$ cat config.mk
export PLATFORM = sky130hd
export DESIGN_NAME = vga_sync_gen
export DESIGN_NICKNAME = d
export VERILOG_FILES = /design/src/rtl/vga_sync_gen.sv
export SDC_FILE = /design/constraint.sdc
export NUM_CORES = 1
export LEC_CHECK = 0
export ABC_CLOCK_PERIOD_IN_PS = 2620
export CORE_UTILIZATION = 50
export CTS_BUF_LIST = sky130_fd_sc_hd__clkbuf_8
export CTS_CLUSTER_DIAMETER = 150
export DETAILED_ROUTE_END_ITERATION = 10
export GPL_TIMING_DRIVEN = 0
export PLACE_DENSITY = 0.75
export SETUP_SLACK_MARGIN = 0.2
export SYNTH_ARGS = -nofsm -noshare
export SYNTH_HDL_FRONTEND = slang
export SYNTH_SLANG_ARGS = --single-unit
$ cat constraint.sdc
create_clock -name clk -period 2.62 [get_ports clk]
set_input_delay 0.524 -clock clk [delete_from_list [all_inputs] [get_ports clk]]
set_output_delay 0.524 -clock clk [all_outputs]
set_load 0.1 [all_outputs]
$ cat src/rtl/vga_sync_gen.sv
// VGA 640x480@60 timing generator: pixel-rate enable, sync-origin counters,
// registered sync/bright decode, frame strobe and frame counter.
module vga_sync_gen #(
    parameter int PIX_DIV = 4,
    parameter int H_SYNC  = 96,
    parameter int H_BP    = 48,
    parameter int H_VIS   = 640,
    parameter int H_FP    = 16,
    parameter int V_SYNC  = 2,
    parameter int V_BP    = 33,
    parameter int V_VIS   = 480,
    parameter int V_FP    = 10
) (
    input  logic       clk,
    input  logic       rst,
    output logic       pix_en,
    output logic [9:0] hCount,
    output logic [9:0] vCount,
    output logic       hSync,
    output logic       vSync,
    output logic       bright,
    output logic       frame_start,
    output logic [7:0] frame_cnt
);

    localparam int H_TOTAL = H_SYNC + H_BP + H_VIS + H_FP;
    localparam int V_TOTAL = V_SYNC + V_BP + V_VIS + V_FP;

    if (H_TOTAL > 1024 || V_TOTAL > 1024) begin : g_bad_total
        $error("vga_sync_gen: H_TOTAL/V_TOTAL must not exceed 1024");
    end
    if (PIX_DIV < 1 || PIX_DIV > 16) begin : g_bad_div
        $error("vga_sync_gen: PIX_DIV must be in 1..16");
    end

    localparam logic [3:0] DIV_LAST = 4'(PIX_DIV - 1);
    localparam logic [9:0] H_LAST   = 10'(H_TOTAL - 1);
    localparam logic [9:0] V_LAST   = 10'(V_TOTAL - 1);
    localparam logic [9:0] H_SW     = 10'(H_SYNC);
    localparam logic [9:0] V_SW     = 10'(V_SYNC);
    localparam logic [9:0] H_VIS0   = 10'(H_SYNC + H_BP);
    localparam logic [9:0] V_VIS0   = 10'(V_SYNC + V_BP);
    // End bounds are exclusive and may equal 1024, so compare in 11 bits.
    localparam logic [10:0] H_VIS1  = 11'(H_SYNC + H_BP + H_VIS);
    localparam logic [10:0] V_VIS1  = 11'(V_SYNC + V_BP + V_VIS);

    logic [3:0] div;
    logic       h_last;
    logic       v_last;
    logic       wrap;
    logic [9:0] h_nxt;
    logic [9:0] v_nxt;
    logic       h_vis;
    logic       v_vis;

    assign h_last = (hCount == H_LAST);
    assign v_last = (vCount == V_LAST);
    assign wrap   = pix_en && h_last && v_last;

    always_comb begin
        h_nxt = hCount;
        v_nxt = vCount;
        if (pix_en) begin
            h_nxt = h_last ? 10'd0 : hCount + 10'd1;
            if (h_last) begin
                v_nxt = v_last ? 10'd0 : vCount + 10'd1;
            end
        end
    end

    assign h_vis = (h_nxt >= H_VIS0) && ({1'b0, h_nxt} < H_VIS1);
    assign v_vis = (v_nxt >= V_VIS0) && ({1'b0, v_nxt} < V_VIS1);

    always_ff @(posedge clk or posedge rst) begin
        if (rst) begin
            div         <= 4'd0;
            pix_en      <= 1'b0;
            hCount      <= 10'd0;
            vCount      <= 10'd0;
            hSync       <= 1'b0;
            vSync       <= 1'b0;
            bright      <= 1'b0;
            frame_start <= 1'b0;
            frame_cnt   <= 8'd0;
        end else begin
            div         <= (div == DIV_LAST) ? 4'd0 : div + 4'd1;
            pix_en      <= (div == DIV_LAST);
            hCount      <= h_nxt;
            vCount      <= v_nxt;
            // Decoded from next-state counts so they line up with hCount/vCount.
            hSync       <= !(h_nxt < H_SW);
            vSync       <= !(v_nxt < V_SW);
            bright      <= h_vis && v_vis;
            frame_start <= wrap;
            if (wrap) begin
                frame_cnt <= frame_cnt + 8'd1;
            end
        end
    end

endmodule

After elaboration in Yosys (flattened, before gate mapping)
Cells that the tools add are included.
{ "op_classes": {"addsub": 4, "shifts": 0, "reduce_logical": 7, "bitwise": 0, "mul": 0, "n_lt_le_gt_ge": 6, "muxes": 6, "n_eq_ne": 3, "n_div": 0} }
{ "op_table": {"columns": ["op", "n"], "rows": [
  ["$mux W10", 5],
  ["$add A10 B1 Y10 const B", 2],
  ["$eq A10 B10 Y1 const B", 2],
  ["$lt A10 B10 Y1 const B", 2],
  ["$ge A10 B6 Y1 const B", 1],
  ["$ge A10 B8 Y1 const B", 1],
  ["$lt A10 B2 Y1 const B", 1],
  ["$lt A10 B7 Y1 const B", 1],
  ["$add A8 B1 Y8 const B", 1],
  ["$logic_and A1 B1 Y1", 5],
  ["$add A4 B1 Y4 const B", 1],
  ["$eq A4 B2 Y1 const B", 1],
  ["$mux W4", 1],
  ["$logic_not A1 Y1", 2]
]} }
{ "totals": {"elab_cells": 35, "output_inout_bits": 33, "latchBits": 0, "memories": 0, "romBits": 0, "ramBits": 0, "register_bits": 37} }

Longest topological paths before layout
{ "depth": {"ltp_word": 7, "mapped_depth": 10, "depth_no_buf": 10} }

Worst setup path before layout
Ideal clock, no wire load.
{ "synth_timing": {"path_type": "reg-to-reg", "startpoint": "register hCount[2]", "endpoint": "register hSync", "t_arrival_ps": 2850, "stages_incl_launch_ff": 7, "setup_ps": 136, "n_path_buf": 1, "t_required_ps": 2484, "period_less_slack_ps": 2986, "path_slack_ps": -366, "cell_sequence": "dfrtp_1 > nand3_1 > nor4_4 > buf_4 > o21ai_0 > a22o_1 > or3b_2"} }
{ "synth_via": {"elab_chain_len": 5, "elab_cells_between_ends": 6, "classes_between": "add/sub (1); order compare (1); eq/ne (1); mux (2); reduce/logical (1)"} }
{ "synth_lines": {"columns": ["element", "line_no", "rtl"], "rows": [
  ["from (decl)", "17", "output logic [9:0] hCount,"],
  ["from (signal assigned)", "88", "hCount <= h_nxt;"],
  ["$add A10 B1 Y10 or $eq A10 B10 Y1 (tied branches)", "64, 56", null],
  ["$mux W10 *", "64", "h_nxt = h_last ? 10'd0 : hCount + 10'd1;"],
  ["$mux W10 *", "63", "if (pix_en) begin"],
  ["net h_nxt[9]", "51", "logic [9:0] h_nxt;"],
  ["$lt A10 B7 Y1 *", "91", "hSync <= !(h_nxt < H_SW);"],
  ["$logic_not A1 Y1 *", "91", null],
  ["to (signal assigned)", "91", null],
  ["to (decl)", "19", "output logic hSync,"]
]} }
The timed path passes the listed nets; every way through them passes the cells marked *.
A chain may end at the register's enable or synchronous reset.

Worst setup path in the final report
{ "layout_timing": {"startpoint": "register hCount[6]", "endpoint": "register bright"} }
{ "layout_via": {"elab_chain_len": 6, "elab_cells_between_ends": 13, "classes_between": "add/sub (1); order compare (4); eq/ne (1); mux (4); reduce/logical (3)"} }
{ "layout_lines": {"columns": ["element", "line_no", "rtl"], "rows": [
  ["$add A10 B1 Y10 or $eq A10 B10 Y1 (tied branches)", "64, 56", null],
  ["$mux W10 (on tied branches)", "64, 65", null],
  ["$mux W10", "63", null],
  ["$ge A10 B8 Y1 (tied with other cells)", "71", "assign h_vis = (h_nxt >= H_VIS0) && ({1'b0, h_nxt} < H_VIS1);"],
  ["$logic_and A1 B1 Y1 (on tied branches)", "71, 72", null],
  ["$logic_and A1 B1 Y1 *", "93", "bright <= h_vis && v_vis;"],
  ["to (signal assigned)", "93", null],
  ["to (decl)", "21", "output logic bright,"]
]} }
Mark *: on every way between the ends. The rest lies on a longest branch, timed or not.

==> summary.md <==
| Metric | Value |
|---|---|
| Register area share after synthesis | 48.68% |
| Antenna Cells | 0 |
| Ys async rst share | 100.0% |
| Kind of critical path | reg -> reg |
| Worst min-delay path class | reg -> reg |
| TNS Setup | 0 ns |
| Global route overflow | 0 |
| Commonest non-fill, non-tap cell in the layout | clkdlybuf4s50_1 |
| Final setup margin | 0.1368 ns |
| Critical path arrival | 2.69 ns |
| CTS Sinks | 37 |
| First-pass GRT wire length | 6948 um |
| Maxcap violations | 0 |
| Max clock buf depth | 2 |
| Total Routed Length | 3877 um |
| Final min period | 2.483 ns |
| Worst path required time | 2.83 ns |
| # DRC | 0 |
| Die Y | 63.68 um |
| Die width | 63.68 um |
| Reg2Reg Launch Point | hCount[6] |
| Count of buffer and inverter cells on the critical path | 1 |
| Fmax | 0.4027 GHz |
| Initial Util | 51.95% |
| Number of global-route vias before repair | 1525 |
| Critical Path Source Type | flop |
| RSZ-0062 raised after global routing | yes |
| Gpl congestion | 0.8545 |
| CP max stage cell | or4_4 |
| Yosys top cell by area | dfrtp_1 |
| Netlist Area Pre-Place | 0.001902 mm^2 |
| Critical path capture point type | flop |
| Total Die Area | 0.004055 mm^2 |
| Vias | 1559 |
| Worst Tran Pin Value | 0.9738 ns |
| Cell family with most CP delay | simple AND/OR/NAND/NOR gates |
| Worst VDD drop | 0.2942 mV |
| Hold Path Origin | div[0] |
| Most frequent cells in the layout | clkdlybuf4s50_1 (21), dfrtp_1 (17), nor2_1 (16), nand2_1 (16), nand3_1 (14) |
| CP Cell Sequence | buf_6 > or3_4 > or4_4 > a211o_1 > a21o_1 > o21a_1 > a221oi_2 |
| Buffers on Ports | 34 |
| Share of the synthesized area in the top cell type | 48.68% |
| Top FF cell, synth | dfrtp_1 |
| H-tree Lvls | 2 |
| Switching Fraction | 21.52% |
| Leak | 0.001216 uW |
| Maximum fanout along the worst path | 9 |
| Final Max Tran Viols | 0 |
| Crit-path max cell delay | 0.54 ns |
| Critical path startpoint | hCount[6] |
| Seq cells post-synth | 37 |
| Internal power | 778.7 uW |
| Switching power | 213.6 uW |
| Comb power frac | 1.2% |
| Ys Warns | 0 |
| Final antenna-violating net count | 0 |
| Average vias per placed instance | 5.489 |
| Seq pwr share | 57.5% |
| Endpoints failing setup | 0 |
| Clock slew at reported path FFs | 0.07 ns |
| EDFF count, synth | 0 |
| Final period util | 94.78% |
| Layout area overhead | 33.36% |
| Largest net degree at the start of global routing | 38 |
| Syn Nets | 196 |
| Outcome | finished, final reports clean |
| CTS tree | yes |
| Final Util | 69.28% |
| Fin. Hold Viols | 0 |
| Dpl hpwl | 2700 um |
| Total power | 992.3 uW |
| Core area | 0.003661 mm^2 |
| Total track usage | 22.72% |
| Hold WS | 0.4618 ns |
| Cell area power density | 391.3 mW/mm^2 |
| Detailed Route Iter0 Violations | 118 |
| Final nets | 242 |
| Layout cells sized above 1 | 23.31% |
| Yosys cell types | 45 |
| CTS buffer count | 5 |
| Pre-CTS setup slack | 0.09287 ns |
| Row count | 22 |
| Synthesized area per cell | 10.06 um^2 |
| Slew HR | 34.87% |
| CTS Root Cell | clkbuf_8 |
| Clock Skew | 0.005733 ns |
| Clock network fraction of design power | 41.3% |
| Hold_buf cts | 0 |
| IO Count | 35 |
| Worst hold stages | 1 |
| Initial antenna violation count | 0 |
| Post-Synthesis Cells | 189 |
| Worst reg2reg path depth | 7 |
| Critical Path Stages | 7 |
| Main area contributors after synthesis | dfrtp_1 (49%), xnor2_1 (4.6%), xor2_1 (4.6%) |
| Post-DR wirelength/cell | 13.65 um |
| Pre-antenna DRT Iters | 4 |
| Clk_lat worst skew | 0.29 ns |
[through the flow]
step / cells / instance area (um^2)
2_1_floorplan: 189 / 1982
3_3_place_gp: 271 / 2382
3_5_place_dp: 271 / 2382
4_1_cts: 284 / 2512
5_1_grt: 284 / 2536
6_report: 284 / 2536
[layout make-up]
cell class	instances	area, um^2
well taps	48	60.06
fillers	282	1125
clock inverters	2	7.507
plain buffers	6	46.29
multi-input cells	133	924.6
inverters	13	53.80
clock buffers	6	82.58
repair buffers	39	387.9
flip-flops and latches	37	973.4
[worst reg2reg max path: cells and delay by family, from the launching register on]
family          cells  cell delay (ns)
simple gates        2             0.93
compound gates      4             0.85
flops               1             0.48
buf+inv             1             0.14
[layer usage]
layer / wire length (um) / global-route usage (%) / vias up / share of wire, %
li1: - / - / 748 / -
met1: 1696 / 27.44 / 755 / 44
met2: 1907 / 36.04 / 48 / 49
met3: 202 / 7.790 / 8 / 5.2
met4: 70 / 10.80 / 0 / 1.8
met5: 0 / 0 / - / 0
[flip-flops by register name, summed over array words and instances (netlist names)]
signal,flops
hCount,10
vCount,10
frame_cnt,8
div,4
bright,1
frame_start,1
hSync,1
pix_en,1
vSync,1
[path summary, 6_finish.rpt]
check	end	slack, ns
max reg2reg	bright	0.14
min	div[0]	0.46
min in group asynchronous	frame_cnt[4]	0.69
min reg2reg	div[0]	0.46
max in group asynchronous	hCount[1]	1.37
max	bright	0.14
[cell usage after synthesis (2+ instances only)]
cell type,number
a21o_1,2
and3_2,2
nand4_1,8
inv_1,12
o22ai_1,2
nand2_1,17
nor3_1,2
mux2_2,3
and2_1,2
a31oi_1,3
nand3_1,15
nor4_1,2
clkbuf_1,3
dfrtp_1,37
nor2_1,17
ha_1,5
a22o_1,2
xor2_1,10
xnor2_1,10
o21ai_0,8
and3_1,3
[power by group through the flow]
stage	registers (uW)	logic [uW]	clock network, uW
CTS	570	13.5	422
finish	570	12.3	409
floorplan	582	8.39	0
global route	570	15.1	443
global placement	582	12.5	0
detailed placement	582	13.7	0
[cells by family (layout without fill, tap and decap cells)]
family,Yosys count,in the layout,share of synthesized area [%]
AO/OA/AOI/OAI,27,27,10.59
XOR/XNOR,20,20,9.210
adder cells (fa/ha/maj),5,5,3.289
buffers and inverters,19,66,4.407
flip-flops,37,37,48.68
multiplexers,4,4,2.303
AND/OR/NAND/NOR,77,77,21.51
[repair_timing]
item,CTS,global route
pin swaps,6,2
endpoints found under the setup margin,9,12
gates resized for setup,9,8
setup buffers,5,0
No activity file was read; power rests on OpenSTA's default activity.
